===== src/rtl/uart_tx_arbiter_if.sv =====
// Request / TX-side signal bundle for uart_tx_arbiter.
// The slave modport is the arbiter; the master modport is whoever drives requests and the UART TX status.
interface uart_tx_arbiter_if #(
  parameter int N_REQ  = 4,
  parameter int DATA_W = 8
);
  localparam int GW = $clog2(N_REQ);

  logic [N_REQ-1:0]        req_pulse;
  logic [N_REQ*DATA_W-1:0] req_data;
  logic                    tx_busy;
  logic                    tx_done;
  logic                    tx_start;
  logic [DATA_W-1:0]       tx_data;
  logic [GW-1:0]           grant_id;
  logic [N_REQ-1:0]        pending;
  logic [N_REQ-1:0]        overrun;
  logic                    timeout_err;

  modport master (
    output req_pulse, req_data, tx_busy, tx_done,
    input  tx_start, tx_data, grant_id, pending, overrun, timeout_err
  );

  modport slave (
    input  req_pulse, req_data, tx_busy, tx_done,
    output tx_start, tx_data, grant_id, pending, overrun, timeout_err
  );
endinterface


===== src/rtl/uart_tx_arbiter.sv =====
// Round-robin arbiter sharing one UART transmitter among N_REQ one-byte requesters,
// with a per-requester pending slot and a watchdog on the TX completion pulse.
module uart_tx_arbiter #(
  parameter int N_REQ       = 4,
  parameter int DATA_W      = 8,
  parameter int TIMEOUT_CYC = 4096
) (
  input  logic                 clk,
  input  logic                 RSTn,
  uart_tx_arbiter_if.slave     bus
);
  localparam int GW   = $clog2(N_REQ);
  localparam int WD_W = $clog2(TIMEOUT_CYC);
  localparam logic [WD_W-1:0] WD_LAST = WD_W'(TIMEOUT_CYC - 1);

  typedef enum logic [1:0] {IDLE, START, WAIT_DONE} state_e;

  state_e            state_q, state_d;
  logic [DATA_W-1:0] slot_q [N_REQ];
  logic [DATA_W-1:0] slot_d [N_REQ];
  logic [N_REQ-1:0]  pending_q, pending_d;
  logic [N_REQ-1:0]  overrun_q, overrun_d;
  logic [GW-1:0]     last_q, last_d;
  logic [GW-1:0]     grant_id_q, grant_id_d;
  logic [WD_W-1:0]   wd_q, wd_d, wd_inc;
  logic [DATA_W-1:0] tx_data_q, tx_data_d;
  logic              tx_start_q, tx_start_d;
  logic              timeout_q, timeout_d;
  logic [GW-1:0]     rr_grant, cand;
  logic              rr_found, launch, wd_expired;

  // First pending requester after last_q; descending scan so the nearest one wins.
  always_comb begin
    rr_grant = '0;
    rr_found = 1'b0;
    cand     = '0;
    for (int k = N_REQ; k >= 1; k--) begin
      cand = GW'((int'(last_q) + k) % N_REQ);
      if (pending_q[cand]) begin
        rr_grant = cand;
        rr_found = 1'b1;
      end
    end
  end

  assign launch = (state_q == IDLE) && rr_found && !bus.tx_busy;
  assign wd_inc = wd_q + WD_W'(1);
  // Abort decided when the count reaches TIMEOUT_CYC-1, so timeout_err lands TIMEOUT_CYC cycles after tx_start.
  assign wd_expired = (wd_inc == WD_LAST);

  // NOTE: sequential state uses non-blocking assignments so every flop samples pre-edge values.
  always_ff @(posedge clk or negedge RSTn) begin
    if (!RSTn) state_q <= IDLE;
    else       state_q <= state_d;
  end

  always_comb begin
    state_d = state_q;
    unique case (state_q)
      IDLE:      if (launch) state_d = START;
      START:     state_d = WAIT_DONE;
      WAIT_DONE: if (bus.tx_done || wd_expired) state_d = IDLE;
      default:   state_d = IDLE;
    endcase
  end

  // NOTE: every next-state value gets a default before any branch, so no latch is inferred.
  always_comb begin
    pending_d  = pending_q;
    slot_d     = slot_q;
    overrun_d  = '0;
    tx_start_d = 1'b0;
    timeout_d  = 1'b0;
    tx_data_d  = tx_data_q;
    grant_id_d = grant_id_q;
    last_d     = last_q;
    wd_d       = wd_q;

    unique case (state_q)
      IDLE: if (launch) begin
        tx_start_d = 1'b1;
        tx_data_d  = slot_q[rr_grant];
        grant_id_d = rr_grant;
      end
      START: begin
        pending_d[grant_id_q] = 1'b0;
        last_d                = grant_id_q;
        wd_d                  = '0;
      end
      WAIT_DONE: begin
        wd_d = wd_inc;
        if (!bus.tx_done && wd_expired) timeout_d = 1'b1;
      end
      default: ;
    endcase

    // A request arriving while its slot is being released refills it instead of overrunning.
    for (int i = 0; i < N_REQ; i++) begin
      if (bus.req_pulse[i]) begin
        if (!pending_q[i] || (state_q == START && grant_id_q == GW'(i))) begin
          pending_d[i] = 1'b1;
          slot_d[i]    = bus.req_data[i*DATA_W +: DATA_W];
        end else begin
          overrun_d[i] = 1'b1;
        end
      end
    end
  end

  // NOTE: the slot array is reset as well, so a grant can never expose a stale pre-reset byte.
  always_ff @(posedge clk or negedge RSTn) begin
    if (!RSTn) begin
      for (int i = 0; i < N_REQ; i++) slot_q[i] <= '0;
      pending_q  <= '0;
      overrun_q  <= '0;
      last_q     <= GW'(N_REQ - 1);
      grant_id_q <= '0;
      wd_q       <= '0;
      tx_data_q  <= '0;
      tx_start_q <= 1'b0;
      timeout_q  <= 1'b0;
    end else begin
      slot_q     <= slot_d;
      pending_q  <= pending_d;
      overrun_q  <= overrun_d;
      last_q     <= last_d;
      grant_id_q <= grant_id_d;
      wd_q       <= wd_d;
      tx_data_q  <= tx_data_d;
      tx_start_q <= tx_start_d;
      timeout_q  <= timeout_d;
    end
  end

  assign bus.tx_start    = tx_start_q;
  assign bus.tx_data     = tx_data_q;
  assign bus.grant_id    = grant_id_q;
  assign bus.pending     = pending_q;
  assign bus.overrun     = overrun_q;
  assign bus.timeout_err = timeout_q;
endmodule


===== src/flat_wrapper.sv =====
// flat-port wrapper written by rule: the top's interface ports become plain ports
module uart_tx_arbiter_flat 
#(
  parameter int N_REQ       = 4,
  parameter int DATA_W      = 8,
  parameter int TIMEOUT_CYC = 4096
)
  (clk, RSTn, bus_req_pulse, bus_req_data, bus_tx_busy, bus_tx_done, bus_tx_start, bus_tx_data, bus_grant_id, bus_pending, bus_overrun, bus_timeout_err);
  uart_tx_arbiter_if #(.N_REQ(N_REQ), .DATA_W(DATA_W)) bus_i ();
  input  logic clk;
  input  logic RSTn;
  input wire logic [$bits(bus_i.req_pulse)-1:0] bus_req_pulse;
  input wire logic [$bits(bus_i.req_data)-1:0] bus_req_data;
  input wire logic [$bits(bus_i.tx_busy)-1:0] bus_tx_busy;
  input wire logic [$bits(bus_i.tx_done)-1:0] bus_tx_done;
  output wire logic [$bits(bus_i.tx_start)-1:0] bus_tx_start;
  output wire logic [$bits(bus_i.tx_data)-1:0] bus_tx_data;
  output wire logic [$bits(bus_i.grant_id)-1:0] bus_grant_id;
  output wire logic [$bits(bus_i.pending)-1:0] bus_pending;
  output wire logic [$bits(bus_i.overrun)-1:0] bus_overrun;
  output wire logic [$bits(bus_i.timeout_err)-1:0] bus_timeout_err;
  assign bus_i.req_pulse = bus_req_pulse;
  assign bus_i.req_data = bus_req_data;
  assign bus_i.tx_busy = bus_tx_busy;
  assign bus_i.tx_done = bus_tx_done;
  assign bus_tx_start = bus_i.tx_start;
  assign bus_tx_data = bus_i.tx_data;
  assign bus_grant_id = bus_i.grant_id;
  assign bus_pending = bus_i.pending;
  assign bus_overrun = bus_i.overrun;
  assign bus_timeout_err = bus_i.timeout_err;
  uart_tx_arbiter #(.N_REQ(N_REQ), .DATA_W(DATA_W), .TIMEOUT_CYC(TIMEOUT_CYC)) u_core (.clk(clk), .RSTn(RSTn), .bus(bus_i));
endmodule

===== config.mk =====
export PLATFORM = sky130hd
export DESIGN_NAME = uart_tx_arbiter_flat
export DESIGN_NICKNAME = d
export VERILOG_FILES = /design/src/rtl/uart_tx_arbiter_if.sv /design/src/rtl/uart_tx_arbiter.sv /design/src/flat_wrapper.sv
export SDC_FILE = /design/constraint.sdc
export NUM_CORES = 1
export LEC_CHECK = 0
export BUFFER_PORTS_ARGS = -buffer_cell sky130_fd_sc_hd__buf_2
export CORE_MARGIN = 2
export CORE_UTILIZATION = 45
export CTS_BUF_LIST = sky130_fd_sc_hd__clkbuf_8 sky130_fd_sc_hd__clkbuf_16
export CTS_CLUSTER_DIAMETER = 30
export DETAILED_ROUTE_END_ITERATION = 10
export PLACE_DENSITY = 0.68
export RECOVER_POWER = 100
export SLEW_MARGIN = 25
export SYNTH_ARGS = -nofsm -noshare
export SYNTH_HDL_FRONTEND = slang
export SYNTH_SLANG_ARGS = --single-unit

===== constraint.sdc =====
create_clock -name clk -period 2.15 [get_ports clk]
set_input_delay 0.43 -clock clk [delete_from_list [all_inputs] [get_ports clk]]
set_output_delay 0.43 -clock clk [all_outputs]
set_load 0.1 [all_outputs]

### Word level (Yosys, flattened, before mapping)

Cells that the tools add are included.

| operators by class | value |
|---|---|
| bitwise logic cells | 3 |
| $add $sub $neg | 5 |
| reductions and logical operators | 28 |
| $lt $le $gt $ge | 7 |
| equality and inequality tests | 8 |
| mux-type cells | 46 |

Operator list:

| cell | count |
|---|---|
| 1-bit two-way mux | 29 |
| 12-bit case mux with 2 select lines | 1 |
| 8-bit binary-select mux with 2-bit select | 1 |
| 8-bit two-way mux | 2 |
| 2-bit by 3-bit less-than comparator with 1-bit output, second input constant | 5 |
| 12-bit by 1-bit adder with 12-bit output, second input constant | 1 |
| 12-bit equality test, second input constant | 1 |
| 2-bit two-way mux | 6 |
| 2-bit AND reduction | 6 |
| 1-bit binary-select mux with 2-bit select | 4 |
| 1-bit logical AND | 8 |
| 2-bit equality test, second input constant | 3 |
| 1-bit zero test | 6 |
| 2-bit case mux with 3 select lines | 1 |
| 1-bit logical OR | 5 |
| 2-bit by 1-bit adder with 2-bit output, second input constant | 2 |
| 2-bit adder, second input constant | 2 |
| 4-bit AND | 1 |
| 2-bit by 1-bit equality test with 1-bit output, second input constant | 2 |
| 2-bit zero test | 2 |
| 4-bit two-way mux | 1 |
| 2-bit by 1-bit inequality test with 1-bit output, second input constant | 2 |
| 4-bit inverter | 1 |
| 3-bit >= comparator, second input constant | 1 |
| 4 further kinds | 4 |

| storage, ports and cells | value |
|---|---|
| flip-flop bits (word level) | 68 |
| logic and storage cells | 110 |

### Logic depth before layout (Yosys ltp)

Gate-level depths: netlist of the first run.

| logic depth | value |
|---|---|
| depth after elaboration | 11 |
| mapped depth | 8 |
| mapped depth without buffers | 7 |

### Worst setup path before layout of the first run

OpenSTA, ideal clock, no wires.

| timing | value |
|---|---|
| path type | reg2reg |
| start point | register u_core.pending_q[3], in the netlist u_core.bus.pending[3] |
| end point | register u_core.tx_data_q[7], in the netlist u_core.bus.tx_data[7] |
| arrival | 2390 ps |
| setup time | 125 ps |
| period minus slack after synthesis | 2515 ps |
| stages on the path, launching flop included | 8 |
| required time | 2025 ps |
| slack | -365 ps |
| buffers on the path | 2 |
| path through | dfrtp_1 clkbuf_1 a31oi_1 a21oi_4 buf_4 mux2i_1 mux2i_1 mux2_2 |

| between the ends | value |
|---|---|
| word-level cells in the longest chain between the ends | 10 |
| elaborated cells between the ends (all ways) | 23 |

RTL lines:

| element | RTL line | RTL |
|---|---|---|
| from (decl) | uart_tx_arbiter.sv:21 | `logic [N_REQ-1:0] pending_q, pending_d;` |
| from (signal assigned) | uart_tx_arbiter.sv:124 | `pending_q <= pending_d;` |
| 1-bit binary-select mux with 2-bit select | uart_tx_arbiter.sv:39 | `if (pending_q[cand]) begin` |
| 1-bit two-way mux (implied by the code) | uart_tx_arbiter.sv:39 |  |
| 2-bit two-way mux (4 in a row) | uart_tx_arbiter.sv:39 |  |
| 2-bit inverter with 3-bit output (implied by the code) | uart_tx_arbiter.sv:82 | `tx_data_d = slot_q[rr_grant];` |
| 8-bit binary-select mux with 2-bit select | uart_tx_arbiter.sv:82 |  |
| 8-bit two-way mux (implied by the code) (2 in a row) | uart_tx_arbiter.sv:82 |  |
| to (signal assigned) | uart_tx_arbiter.sv:129 | `tx_data_q <= tx_data_d;` |
| to (decl) | uart_tx_arbiter.sv:26 | `logic [DATA_W-1:0] tx_data_q, tx_data_d;` |

Parallel ways exist; a longest one is shown, timed or not. The select of a mux whose other input is x is not followed.
A chain may end at the register's enable or synchronous reset.

### Final worst setup path of the first run

| timing | value |
|---|---|
| start point | register u_core.wd_q[1] |
| end point | register u_core.state_q[1] |

| between the ends | value |
|---|---|
| word-level cells in the longest chain between the ends | 5 |

RTL lines:

| element | RTL line | RTL |
|---|---|---|
| from (decl) | uart_tx_arbiter.sv:25 | `logic [WD_W-1:0] wd_q, wd_d, wd_inc;` |
| from (signal assigned) | uart_tx_arbiter.sv:128 | `wd_q <= wd_d;` |
| 12-bit by 1-bit adder with 12-bit output | uart_tx_arbiter.sv:47 | `assign wd_inc = wd_q + WD_W'(1);` |
| 12-bit equality test | uart_tx_arbiter.sv:49 | `assign wd_expired = (wd_inc == WD_LAST);` |
| 1-bit logical OR | uart_tx_arbiter.sv:62 | `WAIT_DONE: if (bus.tx_done \|\| wd_expired) state_d = IDLE;` |
| 2-bit by 1-bit inequality test with 1-bit output (no source line) | n/a |  |
| 2-bit AND reduction (no source line) | n/a |  |
| to (signal assigned) | uart_tx_arbiter.sv:54 | `else state_q <= state_d;` |
| to (decl) | uart_tx_arbiter.sv:18 | `state_e state_q, state_d;` |

Every way passes these cells.

==> metrics, run 1 <==
final hold slack between 0.1 and 0.15 ns; async set-reset flop share out of synthesis 100%; crit path from u_core.wd_q[1]$_DFFE_PN0P_; Worst Setup Start Kind flip-flop; cells along the critical path buf_6, and4_4, a21o_1, a221o_1, a2111oi_4, nand4_1, o211ai_1; starting density of the core between 40 and 50%; HPWL after detailed placement between 5000 and 6000 um; met3 usage 4.51%; first-pass GRT wire length 11,700 um; Cell variety after synth about 50; Die ar. ~8200 sq um; area of the multi-input gates 1570 sq um; vias in the first global route 2,227; via count 2,457; Avg Inst Size Synth roughly 12 sq um; fin crit share a little over nine tenths; Non-Filler Instances ~470; Top delay family on crit path compound AO/OA/AOI/OAI gates; Max VDD drop roughly 0.66 mV; share of the yosys chip area belonging to registers 50.2%; PD cells about 1600 nW/um^2; Ant. Diodes 0; Relative slew margins a little over half; most common cell after layout, fill and taps aside dfrtp_1; Core Util, Final between 50% and 60%; Worst Path Max Fanout 6; grt met1 use about 29%; cell count after synthesis approximately 290; starting DRC count in detailed routing 176; max-cap viol count 0; CTS tree yes; Crit-path slowest cell a2111oi_4; endpoints failing setup 0; dominant synthesized flop cell dfrtp_1; Worst EP required 2.40 ns; Buf/Inv on CP 1; LEAKAGE between 1.5 and 2 nW; register bit total from synthesis a little under 70; CP arrival ~2.3 ns; Die Ht between 90 and 100 um; placed insts 456; Area growth syn-to-layout 21.4%; Post-synth EDFFs 0; GRT met2 Usage 23.0%; wire per inst between 15 and 20 um; clock-pin slew on the worst setup and hold paths 0.08 ns; hold_buf cts 0; clock skew between 0.01 and 0.015 ns; initial antenna violation count 0; H-tree depth 3; CTS Buf Count 9; final net count around 420; CTS root buf clkbuf_8; RR Startpoint u_core.wd_q[1]$_DFFE_PN0P_; routability cong. 0.815; final hold vios 0; Tmin final slightly above 2 ns; largest net degree at the start of global routing just under 70; Fmax between 400 and 500 MHz; final WL slightly above 7000 um; Syn Nets 340; layout cell share with drive strength beyond 1 between 40% and 50%; TritonRoute pass-1 iters 4; Port Buffers 59; Filler cells approximately 640; clk_lat worst skew ~0.34 ns; Sink Count between 60 and 70; Core Box Area between 7000 and 8000 sq um; Slew Limit Fails 0; Total GRT Usage between 15 and 20%; Largest stage delay, worst path 0.46 ns; Worst setup EP type flip-flop; clock tree buffer depth 2; Routed Antenna Nets 0; status completed; pre-CTS WS roughly 0.05 ns; GRT busiest layer met1; DRC violations left 0; most frequent cells in the layout dfrtp_1, mux2_2, buf_2; fin worst setup slack 0.0788 ns; Synth warnings 0; HP Class in2async; Post-Syn Area approximately 3400 sq um; WS Path Type reg2reg; Die Width 90.8 um; Ports 60; global route total overflow 0; row count 31; worst slew pin tran approximately 0.70 ns; mean number of vias per cell a little over 5; Reg area roughly 1700 sq um
[stage by stage]
step                power, W  instance area [sq um]  TNS [ns]
floorplan            0.00471                   3400         0
global placement     0.00537                   3890         0
detailed placement   0.00547                   3890         0
CTS                  0.00654                   4090         0
global route         0.00695                   4120   -0.0362
finish               0.00656                   4120         0
[cells by family after synthesis]
logic type	after synthesis	share of synthesized area, %
compound gates	44	9.89
xor+xnor	2	0.517
fa+ha+maj	6	2.21
buf+inv	27	3.87
flops	68	50.2
mux	68	21.6
simple gates	79	11.7
[sequential cells by signal, summed over array words and instances (netlist names)]
| register | cells |
|---|---|
| u_core.bus.pending | 4 |
| u_core.state_q | 2 |
| u_core.bus.overrun | 4 |
| u_core.slot_q | 32 |
| u_core.bus.grant_id | 2 |
| u_core.bus.tx_data | 8 |
| u_core.bus.tx_start | 1 |
| u_core.bus.timeout_err | 1 |
| u_core.wd_q | 12 |
| u_core.last_q | 2 |
[what timing repair did]
item	in CTS	in global routing
resized for setup	0	11
setup endpoints to repair	0	28
setup buffers	0	2
[layout make-up]
type,instances,area share [%]
clock inverters,7,1.85
flip-flops and latches,68,41.7
repair buffers,77,11.0
inverters,15,1.37
multi-input cells,199,38.1
well taps,99,3.01
clock buffers,9,3.01
[cell usage after synthesis (all sizes together), types with 2 or more instances]
| library cell | count | share of area [%] |
|---|---|---|
| a21o | 2 | 0.44 |
| mux2i | 26 | 7.7 |
| o31ai | 5 | 1.1 |
| a21oi | 3 | 0.77 |
| and4 | 2 | 0.63 |
| dfrtp | 66 | 49 |
| a2111oi | 2 | 1.1 |
| or2 | 2 | 0.37 |
| xnor2 | 2 | 0.52 |
| o22ai | 2 | 0.37 |
| nor3b | 2 | 0.44 |
| ha | 6 | 2.2 |
| clkbuf | 7 | 0.85 |
| a21boi | 3 | 0.66 |
| mux2 | 42 | 14 |
| nand2 | 36 | 4.0 |
| inv | 15 | 1.7 |
| o21ai | 15 | 2.2 |
| o221a | 2 | 0.66 |
| o211ai | 3 | 0.66 |
| nand3b | 2 | 0.44 |
| nor4 | 3 | 0.74 |
| nor2 | 9 | 1.0 |
| and2 | 2 | 0.37 |
| nand4 | 5 | 0.92 |
| buf | 5 | 1.4 |
| dfstp | 2 | 1.5 |
| nand2b | 2 | 0.37 |
| nand3 | 9 | 1.3 |
[path summary, 6_finish.rpt]
kind                       slack [ns]                                 to  cells after the start
min in group clk                 0.30    u_core.bus.pending[3]$_DFF_PN0_                      3
setup reg to reg                 0.08      u_core.state_q[1]$_DFFE_PN0P_                      7
setup / recovery                 0.08      u_core.state_q[1]$_DFFE_PN0P_                      7
hold / removal                   0.14         u_core.wd_q[4]$_DFFE_PN0P_                      2
hold reg to reg                  0.51  u_core.bus.tx_data[0]$_DFFE_PN0P_                      1
max in group asynchronous        1.68       u_core.last_q[1]$_DFFE_PN1P_                      2
[layer usage]
metal | up-vias | share of wire, %
met1 | 1181 | 52
li1 | 1207 | -
met2 | 64 | 42
met5 | - | 0
met3 | 5 | 4.7
met4 | 0 | 1.1
[power by group]
part | total [W] | switching (W) | internal [W] | leakage (nW)
clock network | 0.00106 | 0.000522 | 0.000541 | 0.0958
registers | 0.00215 | 0.000347 | 0.00181 | 0.822
logic | 0.00335 | 0.00211 | 0.00123 | 0.919
total | 0.00656 | 0.00298 | 0.00358 | 1.84
Power figures use the tool's default switching activity.
==> inputs of run 2 (changes only) <==
--- a/config.mk
+++ b/config.mk
@@ -11,7 +11,7 @@
 export CTS_BUF_LIST = sky130_fd_sc_hd__clkbuf_8 sky130_fd_sc_hd__clkbuf_16
 export CTS_CLUSTER_DIAMETER = 30
 export DETAILED_ROUTE_END_ITERATION = 10
-export PLACE_DENSITY = 0.68
+export PLACE_DENSITY = 0.71
 export RECOVER_POWER = 100
 export SLEW_MARGIN = 25
 export SYNTH_ARGS = -nofsm -noshare
==> constraint.sdc (replaced) <==
create_clock -name clk -period 1.82 [get_ports clk]
set_input_delay 0.364 -clock clk [delete_from_list [all_inputs] [get_ports clk]]
set_output_delay 0.364 -clock clk [all_outputs]
set_load 0.1 [all_outputs]
==> run 2 against run 1 <==
Net effect: the run now ends with max-capacitance violations, max-slew violations, negative setup slack left; final area is 9.6% higher; clock-buffer cell count stayed put; via count is 6.5% higher; critical path depth is 1 lower; worst hold slack better by 0.096 ns; combinational power is 35% higher; register-to-register slack worse by 0.18 ns; global-route usage is 1.8 points higher; sequential power is 20% higher; routed wire length is 7.5% higher; first-iteration DRC count is 16% lower; largest cell class is now multi-input gates; highest routed layer unchanged.
==> metrics, run 2 (synthesized netlist as in run 1, its figures left out) <==
Fmax 522 MHz (+8.0%); row count 31 (unchanged); TNS Setup -0.496 ns (-0.496 ns); final WL 7810 um (+7.5%); H-tree depth 3 (unchanged); Worst Path Max Fanout 5 (-1); clock-pin slew on the worst setup and hold paths 0.07 ns (about the same); fin crit share 105% (+9.0 points); CTS root buf clkbuf_8; Die ar. 8250 sq um (unchanged); Worst EP required 2.10 ns (-0.30 ns); HP Class in2reg; global route total overflow 0 (unchanged); HPWL after detailed placement 5450 um (+5.8%); final net count 442 (+6.3%); failing checks max-capacitance violations, max-slew violations, negative setup slack; Area growth syn-to-layout 33.1%; Max VDD drop 0.706 mV (+7.3%); most common cell after layout, fill and taps aside buf_2; Ant. Diodes 0 (unchanged); initial antenna violation count 0 (unchanged); Ports 60 (unchanged); largest net degree at the start of global routing 69 (unchanged); DRC violations left 0 (unchanged); clk_lat worst skew 0.34 ns (about the same); layout cell share with drive strength beyond 1 51.7% (+10 points); max-cap viol count 1 (+1); endpoints failing setup 11 (+11); Total GRT Usage 19.6% (+1.8 points); status finished with violations; PD cells 1870 nW/um^2 (+17%); starting DRC count in detailed routing 148 (-16%); CTS Buf Count 9 (unchanged); Sink Count 68 (unchanged); clock skew 0.00856 ns (-0.00198 ns); Slew Limit Fails 69 (+69); Relative slew margins -2.01% (-56 points); Core Util, Final 61.9% (+5.4 points); max FFs per register 32 (unchanged); mean number of vias per cell 5.24 (+1.1%); most frequent cells in the layout buf_2, dfrtp_1, mux2_2; Biggest register u_core.slot_q; routability cong. 0.858 (+5.3%); TritonRoute pass-1 iters 4 (unchanged); WS Path Type reg2reg; Worst setup EP type flip-flop; starting density of the core 46.5% (unchanged); Core Box Area 7290 sq um (unchanged); Routed Antenna Nets 0 (unchanged); Reg2Reg Setup Slack -0.1 ns (-0.18 ns); CTS tree yes; clock tree buffer depth 2 (unchanged); first-pass GRT wire length 12,800 um (+9.9%); via count 2,616 (+6.5%); Port Buffers 59 (unchanged); fin worst setup slack -0.0971 ns (-0.176 ns); hold_buf cts 0 (unchanged); Tmin final 1.92 ns (-0.154 ns); Worst Setup Start Kind flip-flop; worst slew pin tran 1.53 ns (+0.833 ns); CP arrival 2.19 ns (-0.13 ns); LEAKAGE 2.02 nW (+9.7%); unrepaired setup endpoints after global routing true; Die Width 90.8 um (unchanged); final hold vios 0 (unchanged); wire per inst 15.7 um (+2.1%); vias in the first global route 2,634 (+18%); Die Ht 90.8 um (unchanged)
==> run 2: changes by cell type in the layout (fill, tap and decap cells not counted), sizes merged <==
cell	change
bufinv	+1
buf	+48
clkbuf	-22
clkinv	-2
==> run 2: stage by stage <==
stage               cells  total power [W]  hold slack (ns)  setup WS, ns  area (sq um)
floorplan             294          0.00566           0.0684        -0.225          3460
global placement      480          0.00665            0.405       -0.0971          4130
detailed placement    480          0.00675            0.411        -0.161          4130
CTS                   497          0.00835           0.0460        -0.150          4420
global route          499          0.00891            0.239        -0.184          4520
finish                499          0.00845            0.235       -0.0971          4520
==> run 2: cell type report <==
type,count,area [sq um]
Tap cell,99,124
Clock buffer,9,124
Multi-Input combinational cell,199,1730
Clock inverter,6,88.8
Sequential cell,68,1730
Timing Repair Buffer,103,664
Inverter,15,56.3
Fill cell,601,2780
==> run 2: what timing repair did <==
item	in CTS	in global routing
hold endpoints to repair	0	0
setup endpoints to repair	29	33
gates cloned	0	0
pin swaps	6	10
gates resized for setup	14	27
setup buffers	2	2
==> run 2: routing by layer <==
layer  global-route usage, %  vias to the layer above  part of all wire (%)
met4                    7.83                        0                   2.0
met3                    4.26                       13                   4.5
met2                    30.4                       61                    48
met1                    26.7                     1286                    46
met5                       0                        -                     0
li1                        -                     1256                     -
==> run 2: worst paths after layout <==
path	from	to	cells after the start
max	u_core.wd_q[0]$_DFFE_PN0P_	u_core.bus.timeout_err$_DFF_PN0_	6
min	bus_req_pulse[3]	u_core.bus.pending[3]$_DFF_PN0_	3
max reg2reg	u_core.wd_q[0]$_DFFE_PN0P_	u_core.bus.timeout_err$_DFF_PN0_	6
min reg2reg	u_core.bus.tx_data[1]$_DFFE_PN0P_	u_core.bus.tx_data[1]$_DFFE_PN0P_	1
max in group asynchronous	RSTn	u_core.bus.pending[3]$_DFF_PN0_	2
min in group asynchronous	RSTn	u_core.wd_q[1]$_DFFE_PN0P_	2
==> run 2: worst max-delay path, cell delays in order, from the launching register on <==
cell       delay [ns]
dfrtp_2          0.43
buf_4            0.15
and4_4           0.16
a21o_1           0.18
a221o_1          0.35
a2111oi_1        0.37
and3_1           0.22
==> run 2: power by group <==
group | total (W) | leakage [nW] | internal [W] | switching (W)
Clock | 0.00136 | 0.102 | 0.000766 | 0.000591
Combinational | 0.00452 | 1.09 | 0.00183 | 0.00269
Sequential | 0.00257 | 0.818 | 0.00214 | 0.000426
==> inputs of run 3 (changes only) <==
--- a/config.mk
+++ b/config.mk
@@ -6,7 +6,7 @@
 export NUM_CORES = 1
 export LEC_CHECK = 0
 export BUFFER_PORTS_ARGS = -buffer_cell sky130_fd_sc_hd__buf_2
-export CORE_MARGIN = 2
+export CORE_MARGIN = 5
 export CORE_UTILIZATION = 45
 export CTS_BUF_LIST = sky130_fd_sc_hd__clkbuf_8 sky130_fd_sc_hd__clkbuf_16
 export CTS_CLUSTER_DIAMETER = 30
==> run 3 against run 2 <==
Net effect: the run ends with negative setup slack left; non-clock buffer count down 3; global-route usage down 1.9 points; register-to-register slack worse by 0.09 ns; sequential power about the same; largest power group unchanged; power down 0.52%; worst setup slack worse by 0.094 ns.
==> metrics, run 3 (synthesized netlist as in run 1, its figures left out) <==
Core Util, Final 61.4% (-0.53 points); pre-CTS WS -0.201 ns (-0.0391 ns); RR Startpoint u_core.wd_q[0]$_DFFE_PN0P_; clk_lat worst skew 0.36 ns (+0.02 ns); clock tree buffer depth 2 (unchanged); Routed Antenna Nets 0 (unchanged); Worst Setup Start Kind flip-flop; CTS tree yes; Total GRT Usage 17.7% (-1.9 points); Worst Path Max Fanout 5 (unchanged); final hold vios 0 (unchanged); Ant. Diodes 0 (unchanged); Biggest register u_core.slot_q; CTS Buf Count 9 (unchanged); final WL 8200 um (+5.0%); Die ar. 9370 sq um (+14%); Relative slew margins 9.81% (+12 points); Tmin final 2.01 ns (+0.0939 ns); Area growth syn-to-layout 32.0%; unrepaired setup endpoints after global routing true; RR Endpoint u_core.state_q[1]$_DFFE_PN0P_; fin crit share 110% (+5.2 points); PD cells 1880 nW/um^2 (+0.34%); mean number of vias per cell 5.25 (+0.17%); TritonRoute pass-1 iters 4 (unchanged); DRC violations left 0 (unchanged); row count 31 (unchanged); max-cap viol count 0 (-1); largest net degree at the start of global routing 26 (-62%); CTS root buf clkbuf_8; failing checks negative setup slack; crit path capture u_core.state_q[1]$_DFFE_PN0P_; Reg2Reg Setup Slack -0.19 ns (-0.09 ns); layout cell share with drive strength beyond 1 49.2% (-2.5 points); Sink Count 68 (unchanged); Ports 60 (unchanged); initial antenna violation count 0 (unchanged); HP Class in2reg; most common cell after layout, fill and taps aside dfrtp_1; global route total overflow 0 (unchanged); fin worst setup slack -0.191 ns (-0.0939 ns); fin area 4480 sq um (-0.86%); via count 2,610 (-0.23%); hold_buf cts 0 (unchanged); Max VDD drop 0.810 mV (+15%); worst slew pin tran 1.35 ns (-0.177 ns); starting DRC count in detailed routing 86 (-42%); CP arrival 2.28 ns (+0.09 ns); Worst setup EP type flip-flop; max FFs per register 32 (unchanged); Worst EP required 2.09 ns (about the same); Core Box Area 7290 sq um (unchanged); routability cong. 0.856 (-0.22%); Die Width 96.8 um (+6.6%); first-pass GRT wire length 13,300 um (+3.9%); Fmax 497 MHz (-4.7%); Post-DP Area 4140 sq um (+0.24%); WS Path Type reg2reg; final net count 439 (-0.68%); Die Ht 96.8 um (+6.6%); worst r2r path cells 8 (+2); status finished with violations; wire per inst 16.5 um (+5.4%); H-tree depth 3 (unchanged); LEAKAGE 1.97 nW (-2.0%); vias in the first global route 2,743 (+4.1%); Port Buffers 59 (unchanged); crit path from u_core.wd_q[0]$_DFFE_PN0P_; HPWL after detailed placement 5860 um (+7.4%); clock skew 0.0187 ns (+0.0101 ns); most frequent cells in the layout dfrtp_1, buf_2, mux2_2; endpoints failing setup 28 (+17); starting density of the core 46.5% (unchanged); clock-pin slew on the worst setup and hold paths 0.08 ns (about the same); Slew Limit Fails 0 (-100%)
run 3: report_power, final:
| group | switching, W | total (W) | internal [W] |
|---|---|---|---|
| combinational | 0.00271 | 0.00453 | 0.00183 |
| sequential | 0.000454 | 0.00260 | 0.00214 |
| clock | 0.000636 | 0.00127 | 0.000636 |
run 3: final cells by class:
cell class                      count  area [sq um]
Clock buffer                        9           124
Clock inverter                      7          75.1
Fill cell                         613          2820
Inverter                           15          56.3
Multi-Input combinational cell    199          1740
Sequential cell                    68          1720
Tap cell                           99           124
Timing Repair Buffer              100           634
run 3: metrics by stage:
step | TNS, ns | power, W | cells | hold slack, ns
floorplan | -2.13 | 0.00566 | 294 | 0.0684
global placement | -0.992 | 0.00672 | 478 | 0.388
detailed placement | -1.29 | 0.00684 | 478 | 0.395
CTS | -0.229 | 0.00827 | 496 | 0.0134
global route | -7.52 | 0.00885 | 497 | 0.225
finish | -2.08 | 0.00840 | 497 | 0.222
run 3: how the worst min path moves through the flow:
stage                           from                                  to  slack (ns)  cells past startpoint
global placement                RSTn          u_core.wd_q[1]$_DFFE_PN0P_        0.39                      1
detailed placement              RSTn          u_core.wd_q[1]$_DFFE_PN0P_        0.39                      1
floorplan                       RSTn  u_core.bus.grant_id[0]$_DFFE_PN0P_        0.07                      0
CTS                             RSTn   u_core.bus.tx_data[6]$_DFFE_PN0P_        0.01                      1
finish              bus_req_pulse[3]     u_core.bus.pending[3]$_DFF_PN0_        0.22                      3
global route        bus_req_data[24]        u_core.slot_q[0]$_DFFE_PN0P_        0.22                      2
run 3: per-layer routing:
metal  global-route usage (%)  up-vias  routed length [um]
li1                         -     1255                   -
met1                     23.2     1271                3810
met2                     27.6       71                3830
met3                     4.24       13                 388
met4                     8.21        0                 172
met5                        0        -                   0
run 3: worst max-delay path: stages, from the launching register on:
cell and delay (ns):
dfrtp_2 0.45, ha_4 0.18, nand4_1 0.09, buf_4 0.17, and4_4 0.24, o21ai_4 0.07
a2111oi_4 0.46, nand4_1 0.16, o211ai_1 0.11
run 3: what timing repair did:
item	4_1_cts	5_1_grt
endpoints found under the setup margin	34	28
resized for setup	20	16
pin swaps	10	5
buffers inserted	2	1
